## src/rtl/gate_slice_pipe.sv

```systemverilog
// rtl/gate_slice_pipe.sv - pipelined per-slice two-input gate unit with valid/ready flow control
module gate_slice_pipe #(
    parameter int W     = 3,
    parameter int DEPTH = 2,
    parameter int CNT_W = 8
) (
    input  logic             clk,
    input  logic             rst_n,
    input  logic             in_valid,
    output logic             in_ready,
    input  logic [2:0]       op,
    input  logic [W-1:0]     a,
    input  logic [W-1:0]     b,
    input  logic [W-1:0]     mask,
    output logic             out_valid,
    input  logic             out_ready,
    output logic [W-1:0]     y,
    output logic [2:0]       y_op,
    output logic [CNT_W-1:0] txn_cnt
);
    localparam logic [2:0] OP_AND  = 3'd0;
    localparam logic [2:0] OP_OR   = 3'd1;
    localparam logic [2:0] OP_NOR  = 3'd2;
    localparam logic [2:0] OP_NAND = 3'd3;
    localparam logic [2:0] OP_XOR  = 3'd4;
    localparam logic [2:0] OP_XNOR = 3'd5;
    localparam logic [2:0] OP_ZERO = 3'd6;

    logic             advance;
    logic [W-1:0]     raw;
    logic [W-1:0]     gate_res;
    logic [DEPTH-1:0] vld_q, vld_d;
    logic [W-1:0]     y_q  [DEPTH];
    logic [W-1:0]     y_d  [DEPTH];
    logic [2:0]       op_q [DEPTH];
    logic [2:0]       op_d [DEPTH];
    logic [CNT_W-1:0] cnt_q, cnt_d;

    // The whole pipe moves together, so the only stall source is the last stage.
    assign advance  = !vld_q[DEPTH-1] || out_ready;
    assign in_ready = advance;

    always_comb begin
        case (op)
            OP_AND:  raw = a & b;
            OP_OR:   raw = a | b;
            OP_NOR:  raw = ~(a | b);
            OP_NAND: raw = ~(a & b);
            OP_XOR:  raw = a ^ b;
            OP_XNOR: raw = ~(a ^ b);
            OP_ZERO: raw = '0;
            default: raw = a;
        endcase
    end

    assign gate_res = raw & mask;

    always_comb begin
        vld_d = vld_q;
        for (int i = 0; i < DEPTH; i++) begin
            y_d[i]  = y_q[i];
            op_d[i] = op_q[i];
        end
        if (advance) begin
            // Bubbles carry zero payload so an idle stage never shows stale data.
            vld_d[0] = in_valid;
            y_d[0]   = in_valid ? gate_res : '0;
            op_d[0]  = in_valid ? op : 3'd0;
            for (int i = 1; i < DEPTH; i++) begin
                vld_d[i] = vld_q[i-1];
                y_d[i]   = y_q[i-1];
                op_d[i]  = op_q[i-1];
            end
        end
    end

    assign cnt_d = (vld_q[DEPTH-1] && out_ready) ? cnt_q + CNT_W'(1) : cnt_q;

    always_ff @(posedge clk) begin
        if (!rst_n) begin
            vld_q <= '0;
            for (int i = 0; i < DEPTH; i++) begin
                y_q[i]  <= '0;
                op_q[i] <= '0;
            end
            cnt_q <= '0;
        end else begin
            vld_q <= vld_d;
            y_q   <= y_d;
            op_q  <= op_d;
            cnt_q <= cnt_d;
        end
    end

    assign out_valid = vld_q[DEPTH-1];
    assign y         = y_q[DEPTH-1];
    assign y_op      = op_q[DEPTH-1];
    assign txn_cnt   = cnt_q;

endmodule

```

## config.mk

```make
export PLATFORM = sky130hd
export DESIGN_NAME = gate_slice_pipe
export DESIGN_NICKNAME = d
export VERILOG_FILES = /design/src/rtl/gate_slice_pipe.sv
export SDC_FILE = /design/constraint.sdc
export NUM_CORES = 1
export LEC_CHECK = 0
export CORE_MARGIN = 2
export CORE_UTILIZATION = 35
export DETAILED_ROUTE_END_ITERATION = 10
export SETUP_SLACK_MARGIN = 0.2
export SYNTH_ARGS = -nofsm -noshare
export SYNTH_HDL_FRONTEND = slang
export SYNTH_SLANG_ARGS = --single-unit
```

## constraint.sdc

```tcl
create_clock -name clk -period 4.1 [get_ports clk]
set_clock_uncertainty 0.1 [all_clocks]
set_input_delay 0.82 -clock clk [delete_from_list [all_inputs] [get_ports clk]]
set_output_delay 0.82 -clock clk [all_outputs]
set_load 0.01 [all_outputs]
```

==> results by group, run 1 <==
Outcome
  – Status: finished clean

Cells and area
  – Commonest non-fill, non-tap cell in the layout: clkdlybuf4s50_1
  – Synth-to-Final Area Change: 24.7%
  – Share of cells above drive strength 1: about 6%
  – Fill count: roughly 380
  – Multi-input gate area: between 600 and 700 µm²
  – Most frequent cells in the layout: clkdlybuf4s50_1, nand2_1, dfxtp_1, a21boi_0, nand3_1
  – FF/Latch Area: 440 µm²
  – ANT cells: 0
  – NumNets Final: slightly below 200

Worst setup path
  – Crit path required time: around 3.2 ns
  – Critical Path Fanout Max: 15
  – Critical Path End Type: primary output
  – CP Launch Type: input port
  – RR Startpoint: vld_q[1]$_SDFFE_PN0P_
  – CP arrival: roughly 2.4 ns
  – Worst R2R Path Depth: 5
  – Critical R2R Capture: y_q[3]$_SDFFE_PN0P_
  – Critical path origin: out_ready
  – Critical path class: in2out
  – Worst reg2reg setup slack: ~2.5 ns

Die
  – Row count: 21
  – Die width: around 64 µm
  – Starting Density: between 30% and 40%
  – Die H: roughly 64 µm
  – I/O pin cnt: 32
  – Die Area: 4050 µm²
  – CORE AREA: between 3000 and 4000 µm²

Yosys
  – Post-synthesis register bit count: 22
  – Yosys warns: 0
  – Yosys cell types: 35
  – Mapped Avg Cell Area: 8.35 µm²
  – Cells after Synth: 149
  – Syn Nets: around 170
  – Synthesized cell area: 1240 µm²
  – Register area share after synthesis: a little over a third

Route
  – Count of TritonRoute iterations in the first routing pass: 4
  – Via count: approximately 1000
  – Top Layer Used: met4
  – 1st-iter DRT viols: 35
  – Avg WL per Cell: around 11 µm
  – Final WL: 2.29 mm
  – Met2 routed WL: between 1 and 1.5 mm
  – Post-route DRC: 0
  – WL met1: ~1 mm
  – Vias/cell: about 4.8
  – WL met3: ~110 µm
  – ANT nets after route: 0

CTS
  – Hold Buf Count CTS: 0
  – CTS max path bufs: 2
  – Clk root buf: clkbuf_4
  – # clock sinks: 22
  – Latest clock arrival within the worst-skew pair: approximately 0.3 ns
  – H-tree depth: 1
  – Post-CTS sizing: 0
  – CTS buffer count: 3
  – Clk slew on worst S/H paths: roughly 0.11 ns
  – Setup bufs post-CTS: 0
  – CTS tree: done

STA
  – Relative slew slack: a little under three fifths
  – Max frequency: 301 MHz
  – Worst Tran Pin Value: around 0.65 ns
  – Min Tclk post-route: around 3.3 ns
  – Final hold vios: 0
  – Setup Viol. Count Final: 0
  – RSZ-0062 raised after global routing: false
  – TNS Setup: 0 ns
  – Worst hold slack: approximately 0.37 ns
  – Max-slew violation count: 0
  – Part of the cycle the worst path needs: between 80% and 90%

GRT
  – Largest net degree at the start of global routing: 24
  – First-pass GRT wire length: slightly below 4 mm
  – Total GRT Usage: approximately 12%
  – Vias in the first global route: roughly 960
  – Initial antenna violation count: 0
  – GR Overflow Total: 0

Hold path
  – Hold_sp: op_q[5]$_SDFFE_PN0P_
  – Hold crit path type: reg2reg
  – Hold path depth: 2
  – Hold Path Sink: y_op[2]$_SDFFE_PN0P_

Power and ir drop
  – P_leak: between 0.6 and 0.7 nW
  – Max IR drop VDD: 0.0771 mV
  – Pwr Density: approximately 250 nW/µm²

Placement
  – GP Congestion: around 0.68
  – Hpwl dp: 1.79 mm
  – Port Buffers: 31

Run
  – Total of max-cap violations: 0
## cell usage after synthesis
| cell | number | area [µm²] |
|---|---|---|
| ha_1 | 7 | 87.6 |
| nor2b_4 | 1 | 13.8 |
| xor2_1 | 3 | 26.3 |
| buf_2 | 3 | 15.0 |
| nand3b_1 | 2 | 15.0 |
| o2bb2ai_1 | 1 | 8.76 |
| o21ai_0 | 3 | 15.0 |
| a21boi_1 | 1 | 7.51 |
| nor2b_1 | 1 | 6.26 |
| inv_1 | 8 | 30.0 |
| nand3_1 | 10 | 50.1 |
| o211ai_1 | 2 | 15.0 |
| inv_2 | 1 | 3.75 |
| and3_4 | 1 | 11.3 |
| dfxtp_1 | 22 | 440 |
| mux2i_1 | 2 | 20.0 |
| o21a_1 | 1 | 7.51 |
| a2bb2oi_1 | 2 | 17.5 |
| and3_1 | 2 | 12.5 |
| nor3_1 | 4 | 20.0 |
| clkbuf_1 | 2 | 7.51 |
| a21oi_1 | 6 | 30.0 |
| nand4_1 | 1 | 6.26 |
| buf_4 | 8 | 60.1 |
| and3_2 | 1 | 7.51 |
| nand2b_1 | 2 | 12.5 |
| nand3_2 | 1 | 10.0 |
| or3_1 | 1 | 6.26 |
| and2_1 | 6 | 37.5 |
| nand2_1 | 26 | 97.6 |
| xnor2_1 | 4 | 35.0 |
| o31ai_2 | 1 | 12.5 |
| mux2_2 | 1 | 11.3 |
| nor2_1 | 1 | 3.75 |
| a21boi_0 | 11 | 82.6 |
## flip-flops by register name, summed over array words and instances, names as in the netlist
name / count
txn_cnt: 8
op_q: 3
y: 3
y_op: 3
y_q: 3
vld_q: 2
## through the flow
stage	utilization, %	area (µm²)	total power [mW]	cells	setup WS, ns
after global routing	46.1	1550	0.408	216	0.667
after detailed placement	45.5	1530	0.295	213	0.754
final	46.1	1550	0.382	216	0.777
after CTS	46.1	1550	0.390	216	0.752
after global placement	45.5	1530	0.292	213	0.787
after floorplan	-	1240	0.267	149	2.01
## kinds of logic after synthesis
kind of cell	after synthesis	synth area share, %
DFF	22	35.4
muxes	3	2.52
buffers and inverters	22	9.36
AOI/OAI and AO/OA	28	15.8
adders and majority gates	7	7.04
xor gates and xnor gates	7	4.93
and+or+nand+nor	60	24.9
## area by class of cell
cell class | instances | share of cell area [%]
Clock buffer | 3 | 1.45
Inverter | 9 | 2.18
Multi-Input combinational cell | 105 | 44.3
Sequential cell | 22 | 28.4
Tap cell | 46 | 3.71
Timing Repair Buffer | 31 | 20.0
## report_power, final
part	leakage (nW)	switching [mW]	internal, mW	total (mW)
logic	0.411	0.0297	0.0359	0.0657
clock network	0.0138	0.0592	0.0342	0.0934
registers	0.179	0.00377	0.219	0.223
## worst max-delay path, cell delays in order
cell and delay [ns]:
clkdlybuf4s50_1 0.54, nor2b_4 0.36, inv_2 0.17, clkdlybuf4s50_1 0.51
## how the worst max path moves through the flow
stage	end	slack (ns)	cells past startpoint
after floorplan	in_ready	2.01	3
after global placement	in_ready	0.79	4
after detailed placement	in_ready	0.75	4
after CTS	in_ready	0.75	4
after global routing	in_ready	0.67	4
final	in_ready	0.78	4
## metal layers
| metal | vias up | track usage (%) |
|---|---|---|
| li1 | 538 | - |
| met1 | 461 | 12.6 |
| met2 | 27 | 22.9 |
| met3 | 4 | 1.96 |
| met4 | 0 | 6.52 |
| met5 | - | 0 |
Note: power is estimated with default switching activity, not from simulation.
==> run 2, diff against run 1 <==
==> constraint.sdc (replaced) <==
create_clock -name clk -period 3.4 [get_ports clk]
set_clock_uncertainty 0.1 [all_clocks]
set_input_delay 0.68 -clock clk [delete_from_list [all_inputs] [get_ports clk]]
set_output_delay 0.68 -clock clk [all_outputs]
set_load 0.01 [all_outputs]
==> run 2 against run 1 <==
  * Non-clock buffer count grew 2
  * Via count hardly changed
  * Combinational power grew 23%
  * Global-route usage up 0.33 points
  * Largest cell class unchanged
  * Critical endpoint unchanged
==> results by group, run 2 (same netlist as run 1, synthesis figures left out) <==
Worst setup path
  – Critical Path End Type: primary output
  – CP arrival: 2.10 ns (-0.30 ns)
  – Worst-path cell chain: clkdlybuf4s50_1, nor2b_4, inv_2, clkdlybuf4s50_1
  – CP top delay family: buffers and inverters
  – Critical Path Fanout Max: 12 (-3)
  – Crit path required time: 2.62 ns (-0.56 ns)
  – Crit path buffers/inverters: 3 (unchanged)
  – Slowest CP cell: clkdlybuf4s50_1
  – CP Launch Type: input port
  – Max incr delay on CP: 0.61 ns (+0.07 ns)
  – Worst reg2reg setup slack: 2.02 ns (-0.46 ns)
  – Critical path class: in2out
  – Top cell by count, worst path: clkdlybuf4s50_1

Placement
  – GP Congestion: 0.719 (+5.6%)
  – Port Buffers: 31 (unchanged)
  – Hpwl dp: 1.82 mm (+2.1%)
  – Area after DPL: 1540 µm² (+0.98%)

STA
  – Final hold vios: 0 (unchanged)
  – Relative slew slack: 70.1% (+13 points)
  – Part of the cycle the worst path needs: between 80% and 90%
  – Min Tclk post-route: 2.88 ns
  – RSZ-0062 raised after global routing: false
  – TNS Setup: 0 ns (unchanged)
  – Setup Viol. Count Final: 0 (unchanged)
  – Max frequency: 348 MHz
  – Max-slew violation count: 0 (unchanged)
  – Worst Tran Pin Value: 0.447 ns (-0.199 ns)

Outcome
  – Status: finished clean

Route
  – 1st-iter DRT viols: 58 (+66%)
  – Vias/cell: 4.72 (-1.0%)
  – Avg WL per Cell: 10.8 µm (+2.2%)
  – ANT nets after route: 0 (unchanged)
  – Via count: 1029 (-0.097%)
  – Post-route DRC: 0 (unchanged)
  – Final WL: 2.37 mm (+3.1%)
  – Count of TritonRoute iterations in the first routing pass: 4 (unchanged)

CTS
  – Clk root buf: clkbuf_4
  – Setup bufs post-CTS: 0 (unchanged)
  – Clk slew on worst S/H paths: 0.11 ns (about the same)
  – CTS tree: done
  – Hold Buf Count CTS: 0 (unchanged)
  – # clock sinks: 22 (unchanged)
  – CTS max path bufs: 2 (unchanged)
  – Post-CTS sizing: 0 (unchanged)
  – Latest clock arrival within the worst-skew pair: 0.29 ns (about the same)
  – CTS buffer count: 3 (unchanged)
  – H-tree depth: 1 (unchanged)

Power and ir drop
  – Max IR drop VDD: 0.0955 mV (+24%)
  – Pwr Density: 295 nW/µm² (+20%)
  – P_leak: 0.614 nW (+1.7%)

Die
  – I/O pin cnt: 32 (unchanged)
  – Starting Density: 37.0% (unchanged)
  – Die width: 63.6 µm (unchanged)
  – Row count: 21 (unchanged)
  – CORE AREA: 3360 µm² (unchanged)
  – Die Area: 4050 µm² (unchanged)
  – Die H: 63.6 µm (unchanged)

Cells and area
  – NumNets Final: 197 (+1.0%)
  – Most frequent cells in the layout: clkdlybuf4s50_1, nand2_1, dfxtp_1, a21boi_0, nand3_1
  – Design area: 1570 µm² (+0.97%)
  – Commonest non-fill, non-tap cell in the layout: clkdlybuf4s50_1
  – Synth-to-Final Area Change: 26.0%
  – ANT cells: 0 (unchanged)
  – Fill count: 379 (+1.1%)
  – Share of cells above drive strength 1: 6.98% (+1.1 points)
  – Max reg flops: 8 (unchanged)

GRT
  – Vias in the first global route: 985 (+2.2%)
  – Largest net degree at the start of global routing: 24 (unchanged)
  – First-pass GRT wire length: 4.06 mm (+3.3%)
  – GR Overflow Total: 0 (unchanged)
  – Total GRT Usage: 12.5% (+0.33 points)
  – Initial antenna violation count: 0 (unchanged)

Run
  – Total of max-cap violations: 0 (unchanged)

Hold path
  – Hold crit path type: reg2reg
==> run 2: tightest hold or removal path, stage by stage, from the launching register on <==
cell      delay, ns
dfxtp_1        0.32
nand2_1        0.05
a21boi_0       0.06
==> run 2: layout make-up <==
cell class                      instances  area [µm²]  share of cell area [%]
Inverter                                9        33.8                    2.16
Timing Repair Buffer                   33         325                    20.8
Clock buffer                            3        22.5                    1.44
Multi-Input combinational cell        105         687                    43.8
Tap cell                               46        57.6                    3.67
Sequential cell                        22         440                    28.1
==> run 2: path summary, 6_finish.rpt <==
| kind | start | endpoint | cells after the start |
|---|---|---|---|
| max | out_ready | in_ready | 4 |
| min | y_op[1]$_SDFFE_PN0P_ | y_op[1]$_SDFFE_PN0P_ | 2 |
| max reg2reg | vld_q[1]$_SDFFE_PN0P_ | y_q[4]$_SDFFE_PN0P_ | 5 |
| min reg2reg | y_op[1]$_SDFFE_PN0P_ | y_op[1]$_SDFFE_PN0P_ | 2 |
==> run 2: per-stage QoR <==
step | hold WS [ns] | power [mW] | util, % | instances | setup slack [ns]
after floorplan | 0.340 | 0.323 | - | 149 | 1.59
after global placement | 0.348 | 0.354 | 45.9 | 215 | 0.514
after detailed placement | 0.358 | 0.357 | 45.9 | 215 | 0.518
after CTS | 0.368 | 0.469 | 46.6 | 218 | 0.512
after global routing | 0.403 | 0.495 | 46.6 | 218 | 0.442
final | 0.371 | 0.462 | 46.6 | 218 | 0.524
==> run 2: power breakdown <==
part / leakage, nW / switching, mW / internal (mW) / total, mW
Clock: 0.0138 / 0.0711 / 0.0412 / 0.112
Sequential: 0.179 / 0.00452 / 0.265 / 0.269
Combinational: 0.421 / 0.0365 / 0.0443 / 0.0808
Total: 0.614 / 0.112 / 0.350 / 0.462
==> run 2: metal layers <==
layer | global-route usage, % | wire (µm) | up-vias
met5 | 0 | 0 | -
li1 | - | - | 538
met2 | 23.0 | 1180 | 23
met3 | 1.43 | 90 | 2
met1 | 13.8 | 1070 | 466
met4 | 6.52 | 27 | 0
==> run 3, diff against run 2 <==
==> constraint.sdc (replaced) <==
create_clock -name clk -period 2.8 [get_ports clk]
set_clock_uncertainty 0.1 [all_clocks]
set_input_delay 0.56 -clock clk [delete_from_list [all_inputs] [get_ports clk]]
set_output_delay 0.56 -clock clk [all_outputs]
set_load 0.01 [all_outputs]
==> run 3 against run 2 <==
  * Global-route usage fell by 0.66 points
  * First-iteration DRC count fell by 21%
  * Sequential power rose by 22%
  * Non-clock buffer count rose by 1
  * Cell area rose by 0.48%
  * Via count rose by 1.5%
  * Critical endpoint unchanged
  * Highest routed layer unchanged
==> results by group, run 3 (same netlist as run 1, synthesis figures left out) <==
STA
  – Final WS setup: 0.291 ns (-0.233 ns)
  – Relative slew slack: 70.9% (+0.77 points)
  – Worst hold slack: 0.367 ns (-0.00418 ns)
  – RSZ-0062 raised after global routing: false
  – Worst Tran Pin Value: 0.436 ns (-0.0115 ns)
  – TNS Setup: 0 ns (unchanged)
  – Final hold vios: 0 (unchanged)
  – Max frequency: roughly 400 MHz
  – Part of the cycle the worst path needs: around nine tenths
  – Setup Viol. Count Final: 0 (unchanged)
  – Min Tclk post-route: about 2.5 ns
  – Max-slew violation count: 0 (unchanged)

Cells and area
  – Synth-to-Final Area Change: 26.6%
  – Fill count: 353 (-6.9%)
  – FF/Latch Area: 440 µm² (unchanged)
  – Max reg flops: 8 (unchanged)
  – Post-layout util: 46.8% (+0.22 points)
  – Final Non-Filler Cells: 219 (+0.46%)
  – NumNets Final: 198 (+0.51%)
  – ANT cells: 0 (unchanged)
  – Share of cells above drive strength 1: 7.51% (+0.54 points)
  – Most frequent cells in the layout: clkdlybuf4s50_1, nand2_1, dfxtp_1, a21boi_0, nand3_1
  – Design area: 1570 µm² (+0.48%)
  – Multi-input gate area: 687 µm² (unchanged)
  – Commonest non-fill, non-tap cell in the layout: clkdlybuf4s50_1

CTS
  – Latest clock arrival within the worst-skew pair: 0.29 ns (about the same)
  – CTS max path bufs: 2 (unchanged)
  – Setup bufs post-CTS: 0 (unchanged)
  – # clock sinks: 22 (unchanged)
  – Post-CTS sizing: 0 (unchanged)
  – Clk root buf: clkbuf_4
  – CTS tree: done
  – CTS buffer count: 3 (unchanged)
  – Clk slew on worst S/H paths: 0.12 ns (about the same)
  – Hold Buf Count CTS: 0 (unchanged)
  – H-tree depth: 1 (unchanged)

Worst setup path
  – Crit path required time: 2.14 ns (-0.48 ns)
  – Slowest CP cell: clkdlybuf4s50_1
  – Max incr delay on CP: 0.63 ns (+0.02 ns)
  – RR Startpoint: vld_q[1]$_SDFFE_PN0P_
  – CP Launch Type: input port
  – Top cell by count, worst path: clkdlybuf4s50_1
  – Critical Path End Type: primary output
  – Worst R2R Path Depth: 6 (+1)
  – Critical Path Fanout Max: 6 (-6)
  – Critical path class: in2out
  – Critical path origin: out_ready
  – CP arrival: 1.85 ns (-0.25 ns)
  – Worst-path cell chain: clkdlybuf4s50_1, nor2b_4, inv_2, clkdlybuf4s50_1

Die
  – Row count: 21 (unchanged)
  – I/O pin cnt: 32 (unchanged)
  – Die Area: 4050 µm² (unchanged)
  – Starting Density: 37.0% (unchanged)
  – Die width: 63.6 µm (unchanged)
  – Die H: 63.6 µm (unchanged)
  – CORE AREA: 3360 µm² (unchanged)

Route
  – Met2 routed WL: 1.10 mm (-6.6%)
  – 1st-iter DRT viols: 46 (-21%)
  – Avg WL per Cell: 10.6 µm (-2.6%)
  – ANT nets after route: 0 (unchanged)
  – Vias/cell: 4.77 (+0.99%)
  – Count of TritonRoute iterations in the first routing pass: 3 (-1)
  – Top Layer Used: met4
  – Via count: 1044 (+1.5%)
  – Final WL: 2.31 mm (-2.2%)
  – WL met1: 1.09 mm (+1.3%)
  – WL met3: 100 µm (+11%)
  – Post-route DRC: 0 (unchanged)

Outcome
  – Status: finished clean

Power and ir drop
  – Pwr Density: 357 nW/µm² (+21%)
  – P_leak: 0.618 nW (+0.69%)
  – Final Power: 562 µW (+22%)
  – Max IR drop VDD: 0.109 mV (+14%)

GRT
  – Vias in the first global route: 947 (-3.9%)
  – Largest net degree at the start of global routing: 24 (unchanged)
  – Total GRT Usage: 11.8% (-0.66 points)
  – GR Overflow Total: 0 (unchanged)
  – First-pass GRT wire length: 3.89 mm (-4.3%)
  – Initial antenna violation count: 0 (unchanged)

Hold path
  – Hold crit path type: reg2reg
  – Hold_sp: op_q[5]$_SDFFE_PN0P_
  – Hold path depth: 2 (unchanged)

Placement
  – GP Congestion: 0.752 (+4.6%)
  – Port Buffers: 31 (unchanged)
  – Area after DPL: 1550 µm² (+0.49%)
  – Hpwl dp: 1.80 mm (-1.1%)
  – Worst slack at placement: 0.295 ns (-0.223 ns)
  – Cells after DPL: 216 (+0.47%)

Run
  – Total of max-cap violations: 0 (unchanged)
[run 3: cell count changes in the layout (fill, tap and decap cells not counted)]
cell   before  now
buf_4       2    3
[run 3: where the power goes]
group / internal, mW / switching (mW)
combinational: 0.0545 / 0.0445
sequential: 0.321 / 0.00550
clock: 0.0500 / 0.0858
[run 3: critical path: cells and delay by family]
family                 cells  cell delay [ns]
buffers and inverters      3             1.21
AND/OR/NAND/NOR            1             0.07
[run 3: path summary, 6_finish.rpt]
kind / endpoint / slack [ns]
worst max-delay path: in_ready / 0.29
worst min-delay path: y_op[2]$_SDFFE_PN0P_ / 0.37
worst max register to register: y_q[5]$_SDFFE_PN0P_ / 1.37
worst min register to register: y_op[2]$_SDFFE_PN0P_ / 0.37
[run 3: area by class of cell]
type                            count  share of cell area (%)
Multi-Input combinational cell    105                    43.6
Sequential cell                    22                    28.0
Timing Repair Buffer               34                    21.1
Tap cell                           46                    3.66
Inverter                            9                    2.15
Clock buffer                        3                    1.43
[run 3: per-layer routing]
metal,GRT usage (%),vias to the layer above
li1,-,545
met1,13.5,474
met2,21.2,23
met3,1.79,2
met4,5.71,0
met5,0,-
